--- src/rtl/gpio_in_capture_pkg.sv ---
`default_nettype none
// ============================================================================
// Module   : gpio_pkg
// Purpose  : Register map and edge-select encodings for gpio_in_capture.
// Revision : 1.0
// ============================================================================
package gpio_pkg;

   typedef enum logic [1:0] {
      REG_DATA     = 2'd0,
      REG_RESERVED = 2'd1,
      REG_IRQMASK  = 2'd2,
      REG_EDGECAP  = 2'd3
   } reg_addr_e;

   localparam int c_edge_rising  = 0;
   localparam int c_edge_falling = 1;
   localparam int c_edge_any     = 2;

   function automatic logic edge_match(input int edge_type, input logic rise,
                                       input logic fall);
      case (edge_type)
         c_edge_rising:  return rise;
         c_edge_falling: return fall;
         default:        return rise | fall;
      endcase
   endfunction

endpackage
`default_nettype wire

--- src/rtl/gpio_in_capture_if.sv ---
`default_nettype none
// ============================================================================
// Module   : gpio_in_capture_if
// Purpose  : Avalon-MM slave bus plus interrupt line of gpio_in_capture.
// Revision : 1.0
// ============================================================================
interface gpio_in_capture_if #(
   parameter int WIDTH = 2
) ();
   logic [1:0]       address;
   logic             chipselect;
   logic             read_n;
   logic             write_n;
   logic [WIDTH-1:0] writedata;
   logic [WIDTH-1:0] readdata;
   logic             irq;

   modport master (
      output address, chipselect, read_n, write_n, writedata,
      input  readdata, irq
   );

   modport slave (
      input  address, chipselect, read_n, write_n, writedata,
      output readdata, irq
   );
endinterface
`default_nettype wire

--- src/rtl/gpio_in_capture_debounce.sv ---
`default_nettype none
// ============================================================================
// Module   : gpio_debounce_bit
// Purpose  : Two-flop synchronizer and saturating debounce for one input pin.
// Revision : 1.0
// ============================================================================
module gpio_debounce_bit #(
   parameter int DEBOUNCE_CYCLES = 16
) (
   input  wire logic clk,
   input  wire logic reset_n,
   input  wire logic i_pin,
   output logic      o_debounced,
   output logic      o_rise,
   output logic      o_fall
);
   localparam int                c_cnt_w   = $clog2(DEBOUNCE_CYCLES + 1);
   localparam logic [c_cnt_w-1:0] c_cnt_max = c_cnt_w'(DEBOUNCE_CYCLES);

   logic               r_sync1;
   logic               r_sync2;
   logic               r_deb;
   logic [c_cnt_w-1:0] r_cnt;
   logic               w_differ;
   logic               w_accept;

   assign w_differ = r_sync2 ^ r_deb;
   // Counter tops out at the limit; the following differing edge commits the change
   assign w_accept = w_differ && (r_cnt == c_cnt_max);

   always_ff @(posedge clk or negedge reset_n) begin
      if (!reset_n) begin
         r_sync1 <= 1'b0;
         r_sync2 <= 1'b0;
         r_deb   <= 1'b0;
         r_cnt   <= '0;
      end else begin
         r_sync1 <= i_pin;
         r_sync2 <= r_sync1;
         if (!w_differ || w_accept) begin
            r_cnt <= '0;
         end else begin
            r_cnt <= r_cnt + 1'b1;
         end
         if (w_accept) begin
            r_deb <= r_sync2;
         end
      end
   end

   assign o_debounced = r_deb;
   assign o_rise      = w_accept &  r_sync2;
   assign o_fall      = w_accept & ~r_sync2;

endmodule
`default_nettype wire

--- src/rtl/gpio_in_capture.sv ---
`default_nettype none
// ============================================================================
// Module   : gpio_in_capture
// Purpose  : Debounced GPIO inputs with edge capture, IRQ mask and Avalon-MM access.
// Revision : 1.0
// ============================================================================
module gpio_in_capture
   import gpio_pkg::*;
#(
   parameter int WIDTH           = 2,
   parameter int DEBOUNCE_CYCLES = 16,
   parameter int EDGE_TYPE       = 0
) (
   input  wire logic             clk,
   input  wire logic             reset_n,
   input  wire logic [WIDTH-1:0] in_port,
   gpio_in_capture_if.slave      bus
);
   logic [WIDTH-1:0] w_data;
   logic [WIDTH-1:0] w_rise;
   logic [WIDTH-1:0] w_fall;
   logic [WIDTH-1:0] w_capture;
   logic [WIDTH-1:0] w_clear;
   logic [WIDTH-1:0] w_rd_mux;
   logic             w_wr;
   logic             w_rd;
   logic [WIDTH-1:0] r_irq_mask;
   logic [WIDTH-1:0] r_edge_cap;
   logic [WIDTH-1:0] r_readdata;

   generate
      for (genvar i = 0; i < WIDTH; i++) begin : g_bits
         gpio_debounce_bit #(
            .DEBOUNCE_CYCLES(DEBOUNCE_CYCLES)
         ) u_deb (
            .clk        (clk),
            .reset_n    (reset_n),
            .i_pin      (in_port[i]),
            .o_debounced(w_data[i]),
            .o_rise     (w_rise[i]),
            .o_fall     (w_fall[i])
         );
         assign w_capture[i] = edge_match(EDGE_TYPE, w_rise[i], w_fall[i]);
      end
   endgenerate

   assign w_wr    = bus.chipselect & ~bus.write_n;
   assign w_rd    = bus.chipselect & ~bus.read_n;
   assign w_clear = (w_wr && (reg_addr_e'(bus.address) == REG_EDGECAP)) ?
                    bus.writedata : '0;

   always_comb begin
      w_rd_mux = '0;
      case (reg_addr_e'(bus.address))
         REG_DATA:    w_rd_mux = w_data;
         REG_IRQMASK: w_rd_mux = r_irq_mask;
         REG_EDGECAP: w_rd_mux = r_edge_cap;
         default:     w_rd_mux = '0;
      endcase
   end

   always_ff @(posedge clk or negedge reset_n) begin
      if (!reset_n) begin
         r_irq_mask <= '0;
         r_edge_cap <= '0;
         r_readdata <= '0;
      end else begin
         if (w_wr && (reg_addr_e'(bus.address) == REG_IRQMASK)) begin
            r_irq_mask <= bus.writedata;
         end
         // A fresh capture overrides a clear landing on the same edge
         r_edge_cap <= (r_edge_cap & ~w_clear) | w_capture;
         if (w_rd) begin
            r_readdata <= w_rd_mux;
         end
      end
   end

   assign bus.readdata = r_readdata;
   assign bus.irq      = |(r_edge_cap & r_irq_mask);

endmodule
`default_nettype wire

--- src/flat_wrapper.sv ---
// flat-port wrapper written by rule: the top's interface ports become plain ports
module gpio_in_capture_flat import gpio_pkg::*;
#(
   parameter int WIDTH           = 2,
   parameter int DEBOUNCE_CYCLES = 16,
   parameter int EDGE_TYPE       = 0
)
  (clk, reset_n, in_port, bus_address, bus_chipselect, bus_read_n, bus_write_n, bus_writedata, bus_readdata, bus_irq);
  gpio_in_capture_if #(.WIDTH(WIDTH)) bus_i ();
  input  wire logic clk;
  input  wire logic reset_n;
  input  wire logic [WIDTH-1:0] in_port;
  input wire logic [$bits(bus_i.address)-1:0] bus_address;
  input wire logic [$bits(bus_i.chipselect)-1:0] bus_chipselect;
  input wire logic [$bits(bus_i.read_n)-1:0] bus_read_n;
  input wire logic [$bits(bus_i.write_n)-1:0] bus_write_n;
  input wire logic [$bits(bus_i.writedata)-1:0] bus_writedata;
  output wire logic [$bits(bus_i.readdata)-1:0] bus_readdata;
  output wire logic [$bits(bus_i.irq)-1:0] bus_irq;
  assign bus_i.address = bus_address;
  assign bus_i.chipselect = bus_chipselect;
  assign bus_i.read_n = bus_read_n;
  assign bus_i.write_n = bus_write_n;
  assign bus_i.writedata = bus_writedata;
  assign bus_readdata = bus_i.readdata;
  assign bus_irq = bus_i.irq;
  gpio_in_capture #(.WIDTH(WIDTH), .DEBOUNCE_CYCLES(DEBOUNCE_CYCLES), .EDGE_TYPE(EDGE_TYPE)) u_core (.clk(clk), .reset_n(reset_n), .in_port(in_port), .bus(bus_i));
endmodule
--- config.mk ---
export PLATFORM = sky130hd
export DESIGN_NAME = gpio_in_capture_flat
export DESIGN_NICKNAME = d
export VERILOG_FILES = /design/src/rtl/gpio_in_capture_pkg.sv /design/src/rtl/gpio_in_capture_if.sv /design/src/rtl/gpio_in_capture_debounce.sv /design/src/rtl/gpio_in_capture.sv /design/src/flat_wrapper.sv
export SDC_FILE = /design/constraint.sdc
export NUM_CORES = 1
export LEC_CHECK = 0
export CAP_MARGIN = 10
export CORE_ASPECT_RATIO = 1.5
export CORE_MARGIN = 4
export CORE_UTILIZATION = 25
export DETAILED_ROUTE_END_ITERATION = 7
export PLACE_DENSITY = 0.48
export SETUP_SLACK_MARGIN = 0.3
export SYNTH_ARGS = -nofsm -noshare
export SYNTH_HDL_FRONTEND = slang
export SYNTH_SLANG_ARGS = --single-unit
--- constraint.sdc ---
create_clock -name clk -period 4.1 [get_ports clk]
set_clock_uncertainty 0.2 [all_clocks]
set_input_delay 0.615 -clock clk [delete_from_list [all_inputs] [get_ports clk]]
set_output_delay 0.615 -clock clk [all_outputs]
set_load 0.005 [all_outputs]
After elaboration in Yosys (flattened, before gate mapping)
Index checks and enable logic that the tools add are counted.
- flip-flop bits (word level): 22
- input port bits: 11
- output and inout bits: 3
- word-level logic and storage cells: 43
- $add $sub $neg: 2
- eq/ne operators: 4
- muxes and demuxes: 4
- bitwise logic cells: 12
- reduce and logical (&&, ||, !) cells: 10
- operator list (operator ; number):
    $add A5 B1 Y5 const B ; 2
    $eq A5 B5 Y1 const B ; 2
    $mux W5 ; 2
    $pmux W2 S3 ; 1
    $and A1 B1 Y1 ; 4
    $and A2 B2 Y2 ; 2
    $eq A2 B2 Y1 const B ; 2
    $logic_and A1 B1 Y1 ; 4
    $logic_not A1 Y1 ; 2
    $logic_not A2 Y1 ; 1
    $logic_or A1 B1 Y1 ; 2
    $mux W2 ; 1
    $not A1 Y1 ; 2
    $not A2 Y2 ; 1
    $or A2 B2 Y2 ; 1
    $reduce_or A2 Y1 ; 1
    $xor A1 B1 Y1 ; 2

Logic depth before layout (Yosys ltp)
Gate-level depths: netlist of run 1.
- depth after elaboration: 7
- gate-level depth with buffers: 5
- depth with buffers taken out: 5

Cells and area by module
A second synthesis of run 1 with hierarchy kept.
- cells, all modules: 80
- area total of the unflattened synthesis: 1017.2 µm²
- modules (own cells, without submodules) (module ; instances ; cells each ; area an instance (µm²) ; seq. area each (µm²)):
    gpio_debounce_bit ; 2 ; 28 ; 361.6 ; 200.2
    gpio_in_capture ; 1 ; 24 ; 294.0 ; 150.1

Least setup slack after synthesis of run 1
No wires, ideal clock.
- path type: input -> register
- start: input port bus_chipselect
- end: register u_core.r_irq_mask[0]
- library setup time: 127 ps
- data arrival time: 1281 ps
- required time: 3773 ps
- path slack: 2492 ps
- stages: 3
- buffers on the path: 0
- cells stage by stage: nor2b_1 > and3b_1 > mux2_1
- cells in the longest elaborated chain, start to end: 2
- ends and longest elaborated chain (what ; line ; RTL):
    start, declared ; flat_wrapper.sv:14 ; input wire logic [$bits(bus_i.chipselect)-1:0] bus_chipselect;
    $and A1 B1 Y1 ; gpio_in_capture.sv:47 ; assign w_wr = bus.chipselect & ~bus.write_n;
    $logic_and A1 B1 Y1 ; gpio_in_capture.sv:68 ; if (w_wr && (reg_addr_e'(bus.address) == REG_IRQMASK)) begin
    end signal, assigned ; gpio_in_capture.sv:69 ; r_irq_mask <= bus.writedata;
    end, declared ; gpio_in_capture.sv:27 ; logic [WIDTH-1:0] r_irq_mask;
No other way between the ends.
A chain may end at the register's enable or synchronous reset.

Worst setup path after layout of run 1
- start: register u_core.r_irq_mask[0]
- end: output port bus_irq
- cells in the longest elaborated chain, start to end: 2
- ends and longest elaborated chain (what ; line ; RTL):
    $and A2 B2 Y2 ; gpio_in_capture.sv:80 ; assign bus.irq = |(r_edge_cap & r_irq_mask);
    $reduce_or A2 Y1 ; gpio_in_capture.sv:80 ;
    end, declared ; flat_wrapper.sv:19 ; output wire logic [$bits(bus_i.irq)-1:0] bus_irq;
No other way between the ends.

==> results.md, run 1 <==
- Tot Pwr: 0.443 mW
- Ports: 14
- Flop pwr share: 54.5%
- Gr usage total: 7.65%
- Max Slew Vio Count: 0
- Critical path launch point type: flip-flop
- Grt ovf: 0
- Port bufs: 13
- Netlist Area Pre-Place: 972 µm²
- Die Footprint: 4970 µm²
- Ranking of synthesized cells by area: dfrtp_1 (57%), xor2_1 (5.4%), ha_1 (5.1%), nor2_1 (5.0%), inv_1 (3.1%)
- Syn_nets: 98
- Post-DP Area: 1160 µm²
- Chip height: 84.4 µm
- Post-Syn Instances: 83
- Arr. time, crit path: 1.33 ns
- Reg2reg setup slack: 2.62 ns
- Area Growth Syn to Fin: 24.6%
- TritonCTS clock tree: yes
- CTS sink count: 22
- Psw: 0.100 mW
- Via count: 662
- N_diodes: 0
- WL/cell: 12.0 µm
- Die X: 58.9 µm
- Status: finished, final reports clean
- Detailed Place HPWL: 1290 µm
- WHS Path Cells: 0
- Max frequency: 0.465 GHz
- Worst vdd ir: 154 µV
- Cts bufs inserted: 3
- Seq cells post-synth: 22
- Setup_tns: 0 ns
- Worst hold slack: 0.154 ns
- Cell Rows: 27
- Largest net degree at the start of global routing: 23
- Critical Path RT: 3.28 ns
- Antenna Nets Post-Route: 0
- Final worst-path cycle share: 52.4%
- R2R depth: 4
- Root Driver: clkbuf_8
- First-pass GRT wire length: 2940 µm
- # H-tree levels: 1
- Min cycle time layout: 2.15 ns
- Synth top area share: 56.6%
- DR vias/cell: 4.63
- TritonRoute pass-1 iters: 4
- Inst Count DP: 139
- Clock group share of total power: 34.7%
- Setup repair after global routing missed its margin: false
- Worst min-delay path category: flip-flop to flip-flop
- Switch share: 22.6%
- Nets@finish: 116
- LEAKAGE: 0.536 nW
- Final setup violation count: 0
- DRT iter0 DRCs: 13
- Core Area: 3720 µm²
- Slowest CP cell: clkdlybuf4s50_1
- Total Wirelength: 1720 µm
- Crit path cell chain: a22o_1 > clkdlybuf4s50_1
- Max Root-Sink Buffers: 2
- Share of layout cells above drive strength 1: 10.0%
- Synth area leader: dfrtp_1
- Ys Warns: 0
- Slowest stage delay, CP: 0.44 ns
- Worst skew pair latency: 0.26 ns
- Internal power: 0.343 mW
- Antenna violations before repair: 0
- Endpoints failing hold: 0
- Final Non-Filler Cells: 143
- Initial Util: 26.2%
- Combinational power share: 10.8%
- Pwr dens: 366 nW/µm²
- Cts hold-fix bufs: 0
- Post-cts repair resize count: 0
- Design area: 1210 µm²
- Sequential share of the synthesized area: 56.6%
- Worst-Margin Slew: 0.991 ns
- Crit path max fanout: 3
- Worst Path Class, Setup: flip-flop to output port
- Clock Pin Slew Worst Setup and Hold Paths: 0.08 ns
- Relative slew slack: 33.7%
- Vias in the first global route: 710
- Post-CTS setup buffer count: 0
- Mapped Avg Cell Area: 11.7 µm²
- Worst Setup End Kind: output port
- Max Cap Viol: 0
- GP Congestion: 0.738
- DRC Markers: 0
- Distinct cells, synth: 20
cells in the mapped netlist:
cell type,number
nand3_1,4
a32o_1,2
xor2_1,6
inv_1,8
ha_1,4
nand4_1,2
mux2_1,2
and4bb_2,2
nor2b_1,2
a22oi_1,2
nand2_1,2
and3b_1,1
nor2_1,13
a22o_1,1
nand2b_4,2
dfrtp_1,22
mux2_2,2
a21oi_1,2
o21ai_0,2
xnor2_1,2
per-stage QoR:
| stage | utilization, % | worst slack [ns] |
|---|---|---|
| after floorplan | - | 2.49 |
| after global placement | 31.1 | 1.90 |
| after detailed placement | 31.1 | 1.90 |
| after CTS | 32.6 | 1.93 |
| after global routing | 32.6 | 1.90 |
| final | 32.6 | 1.95 |
path summary, 6_finish.rpt:
| kind | startpoint | end |
|---|---|---|
| max | u_core.r_irq_mask[0] | bus_irq |
| min reg2reg | u_core.g_bits[1].u_deb.r_sync1 | u_core.g_bits[1].u_deb.r_sync2 |
| max in group asynchronous | reset_n | u_core.g_bits[0].u_deb.o_debounced |
| min in group asynchronous | reset_n | u_core.r_irq_mask[0] |
| max reg2reg | u_core.g_bits[1].u_deb.r_cnt[0] | u_core.r_edge_cap[1] |
| min | u_core.g_bits[1].u_deb.r_sync1 | u_core.g_bits[1].u_deb.r_sync2 |
layout by cell type (no fill, tap or decap):
cell type and n:
xor2_1 6, mux2_2 2, and4bb_2 2, nor2b_1 2
inv_1 8, dfrtp_1 22, mux2_1 2, a32o_1 2
and3b_1 1, nand2_1 2, nand2b_4 2, nand3_1 4
nand4_1 2, clkbuf_8 4, a21oi_1 2, o21ai_0 2
ha_1 4, a22o_1 1, xnor2_1 2, a22oi_1 2
nor2_1 13, clkdlybuf4s50_1 13
sequential cells by signal, indices dropped and copies added, names as in the netlist:
name                             cells
u_core.g_bits.u_deb.r_cnt           10
u_core.g_bits.u_deb.o_debounced      2
u_core.bus.readdata                  2
u_core.g_bits.u_deb.r_sync1          2
u_core.r_edge_cap                    2
u_core.r_irq_mask                    2
u_core.g_bits.u_deb.r_sync2          2
area by class of cell:
type	instances	area [µm²]
Clock buffer	4	55.1
Fill cell	400	2500
Timing Repair Buffer	13	130
Inverter	8	30.0
Multi-Input combinational cell	53	392
Sequential cell	22	551
Tap cell	43	53.8
worst max-delay path, delay by kind of cell, from the launching register on:
kind            cells  cell delay, ns
compound gates      1            0.23
flops               1            0.41
buf+inv             1            0.44
per-layer routing:
| layer | routed length, µm | track usage (%) |
|---|---|---|
| met1 | 657 | 7.44 |
| met2 | 905 | 13.4 |
| met3 | 101 | 2.15 |
| met4 | 55 | 5.15 |
| met5 | 0 | 0 |
cell families (layout without fill, tap and decap cells):
kind of cell	after synthesis	after routing	synth area share [%]
muxes	4	4	4.63
adders and majority gates	4	4	5.15
and+or+nand+nor	28	28	16.7
AOI/OAI and AO/OA	9	9	6.56
xor gates and xnor gates	8	8	7.21
DFF	22	22	56.6
buffers and inverters	8	25	3.09
power by group through the flow:
stage / Clock [mW] / Sequential (mW) / Combinational, mW
final: 0.154 / 0.242 / 0.0477
after global routing: 0.169 / 0.244 / 0.0542
after CTS: 0.160 / 0.242 / 0.0495
after detailed placement: 0 / 0.246 / 0.0491
after global placement: 0 / 0.246 / 0.0474
after floorplan: 0 / 0.243 / 0.0234
Power figures use the tool's default switching activity.
==> run 2, diff against run 1 <==
==> constraint.sdc (replaced) <==
create_clock -name clk -period 2.3 [get_ports clk]
set_clock_uncertainty 0.2 [all_clocks]
set_input_delay 0.345 -clock clk [delete_from_list [all_inputs] [get_ports clk]]
set_output_delay 0.345 -clock clk [all_outputs]
set_load 0.005 [all_outputs]
==> run 2 against run 1 <==
Register-to-register slack got worse by 1.8 ns. Global-route usage is essentially flat. Critical path depth unchanged. Largest power group unchanged.
==> results.md, run 2 (same netlist as run 1, synthesis figures left out) <==
- Status: finished, final reports clean
- Detailed Place HPWL: 1270 µm (-1.5%)
- Relative slew slack: 81.3% (+48 points)
- Max Root-Sink Buffers: 2 (unchanged)
- Setup_tns: 0 ns (unchanged)
- Critical path launch point type: flip-flop
- Leading cell type in the layout, fill and taps excluded: dfrtp_1
- Slowest CP cell: clkdlybuf4s50_1
- Area Growth Syn to Fin: 23.9%
- Worst skew pair latency: 0.26 ns (about the same)
- Post-CTS setup buffer count: 0 (unchanged)
- Worst Path Class, Setup: flip-flop to output port
- GP Congestion: 0.785 (+6.4%)
- Top reg by flops: u_core.g_bits.u_deb.r_cnt
- Die Footprint: 4970 µm² (unchanged)
- Cts bufs inserted: 3 (unchanged)
- Max frequency: 0.535 GHz
- Final setup violation count: 0 (unchanged)
- Root Driver: clkbuf_8
- Crit path max fanout: 3 (unchanged)
- Cell Rows: 27 (unchanged)
- Most frequent cells in the layout: dfrtp_1 (22), nor2_1 (13), clkdlybuf4s50_1 (13)
- Pwr dens: 619 nW/µm² (+69%)
- Slowest stage delay, CP: 0.44 ns (about the same)
- Setup repair after global routing missed its margin: false
- Worst vdd ir: 254 µV (+65%)
- M1 GR Usage: 7.56% (+0.12 points)
- Min cycle time layout: 1.87 ns
- Chip height: 84.4 µm (unchanged)
- Grt peak-use layer: met2
- Final worst-path cycle share: 81.3%
- Grt met2 use: 13.0% (-0.40 points)
- # H-tree levels: 1 (unchanged)
- TritonRoute pass-1 iters: 2 (-2)
- Worst Setup End Kind: output port
- TritonCTS clock tree: yes
- Antenna Nets Post-Route: 0 (unchanged)
- Nets@finish: 117 (+0.86%)
- Cts hold-fix bufs: 0 (unchanged)
- Port bufs: 13 (unchanged)
- Clock Pin Slew Worst Setup and Hold Paths: 0.08 ns (about the same)
- CTS sink count: 22 (unchanged)
- Fin util: 32.4% (-0.17 points)
- Grt ovf: 0 (unchanged)
- First-pass GRT wire length: 2800 µm (-4.7%)
- Ports: 14 (unchanged)
- Crit path cell chain: a22o_1 > clkdlybuf4s50_1
- Tot Pwr: 0.746 mW (+68%)
- Gr usage total: 7.66% (about the same)
- DRT iter0 DRCs: 6 (-7)
- Via count: 629 (-5.0%)
- Vias in the first global route: 645 (-9.2%)
- Worst-Margin Slew: 0.280 ns (-0.712 ns)
- DRC Markers: 0 (unchanged)
- Arr. time, crit path: 1.32 ns (about the same)
- LEAKAGE: 0.534 nW (-0.44%)
- Met3 usage in global routing: 2.77% (+0.62 points)
- Worst hold slack: 0.154 ns (-0.000675 ns)
- Die X: 58.9 µm (unchanged)
- Largest net degree at the start of global routing: 23 (unchanged)
- Largest register FFs: 10 (unchanged)
- Total Wirelength: 1600 µm (-6.9%)
- Critical Path RT: 1.75 ns (-1.53 ns)
- Max Slew Vio Count: 0 (unchanged)
- Worst min-delay path category: flip-flop to flip-flop
- DR vias/cell: 4.40 (-5.0%)
- Endpoints failing hold: 0 (unchanged)
- WL/cell: 11.2 µm (-6.9%)
- Initial Util: 26.2% (unchanged)
- Core Area: 3720 µm² (unchanged)
- Max Cap Viol: 0 (unchanged)
- Antenna violations before repair: 0 (unchanged)
- Share of layout cells above drive strength 1: 10.0% (unchanged)
- N_diodes: 0 (unchanged)
- Post-cts repair resize count: 0 (unchanged)
-- run 2: critical path: cells and delay by family (launching register included) --
kind,cells,cell delay [ns]
AOI/OAI and AO/OA,1,0.23
buffers and inverters,1,0.44
DFF,1,0.40
-- run 2: worst paths after layout --
path | from | to | slack, ns | cells past startpoint
max | u_core.r_irq_mask[0] | bus_irq | 0.43 | 2
min | u_core.g_bits[0].u_deb.r_sync1 | u_core.g_bits[0].u_deb.r_sync2 | 0.15 | 0
max reg2reg | u_core.g_bits[0].u_deb.r_cnt[0] | u_core.r_edge_cap[0] | 0.84 | 4
min reg2reg | u_core.g_bits[0].u_deb.r_sync1 | u_core.g_bits[0].u_deb.r_sync2 | 0.15 | 0
max in group asynchronous | reset_n | u_core.g_bits[1].u_deb.r_cnt[4] | 1.44 | 2
min in group asynchronous | reset_n | u_core.r_irq_mask[1] | 0.23 | 2
-- run 2: final cells by class --
type / instances / area, µm²
fill: 388 / 2510
multi-input combinational: 53 / 392
clock buffer: 3 / 41.3
inverter: 8 / 30.0
timing repair buffer: 14 / 138
sequential: 22 / 551
tap: 43 / 53.8
-- run 2: power breakdown --
group / internal [mW] / switching (mW) / total (mW)
clock: 0.117 / 0.114 / 0.230
combinational: 0.0491 / 0.0368 / 0.0859
sequential: 0.411 / 0.0188 / 0.430
-- run 2: per-stage QoR --
stage / worst slack, ns / instances / area (µm²)
CTS: 0.412 / 143 / 1200
floorplan: 0.917 / 83 / 972
global placement: 0.382 / 140 / 1160
global route: 0.380 / 143 / 1200
finish: 0.430 / 143 / 1200
detailed placement: 0.386 / 140 / 1160
-- run 2: routing by layer --
| layer | up-vias | wire length [µm] |
|---|---|---|
| li1 | 315 | - |
| met1 | 298 | 661 |
| met2 | 11 | 798 |
| met3 | 5 | 94 |
| met4 | 0 | 48 |
| met5 | - | 0 |
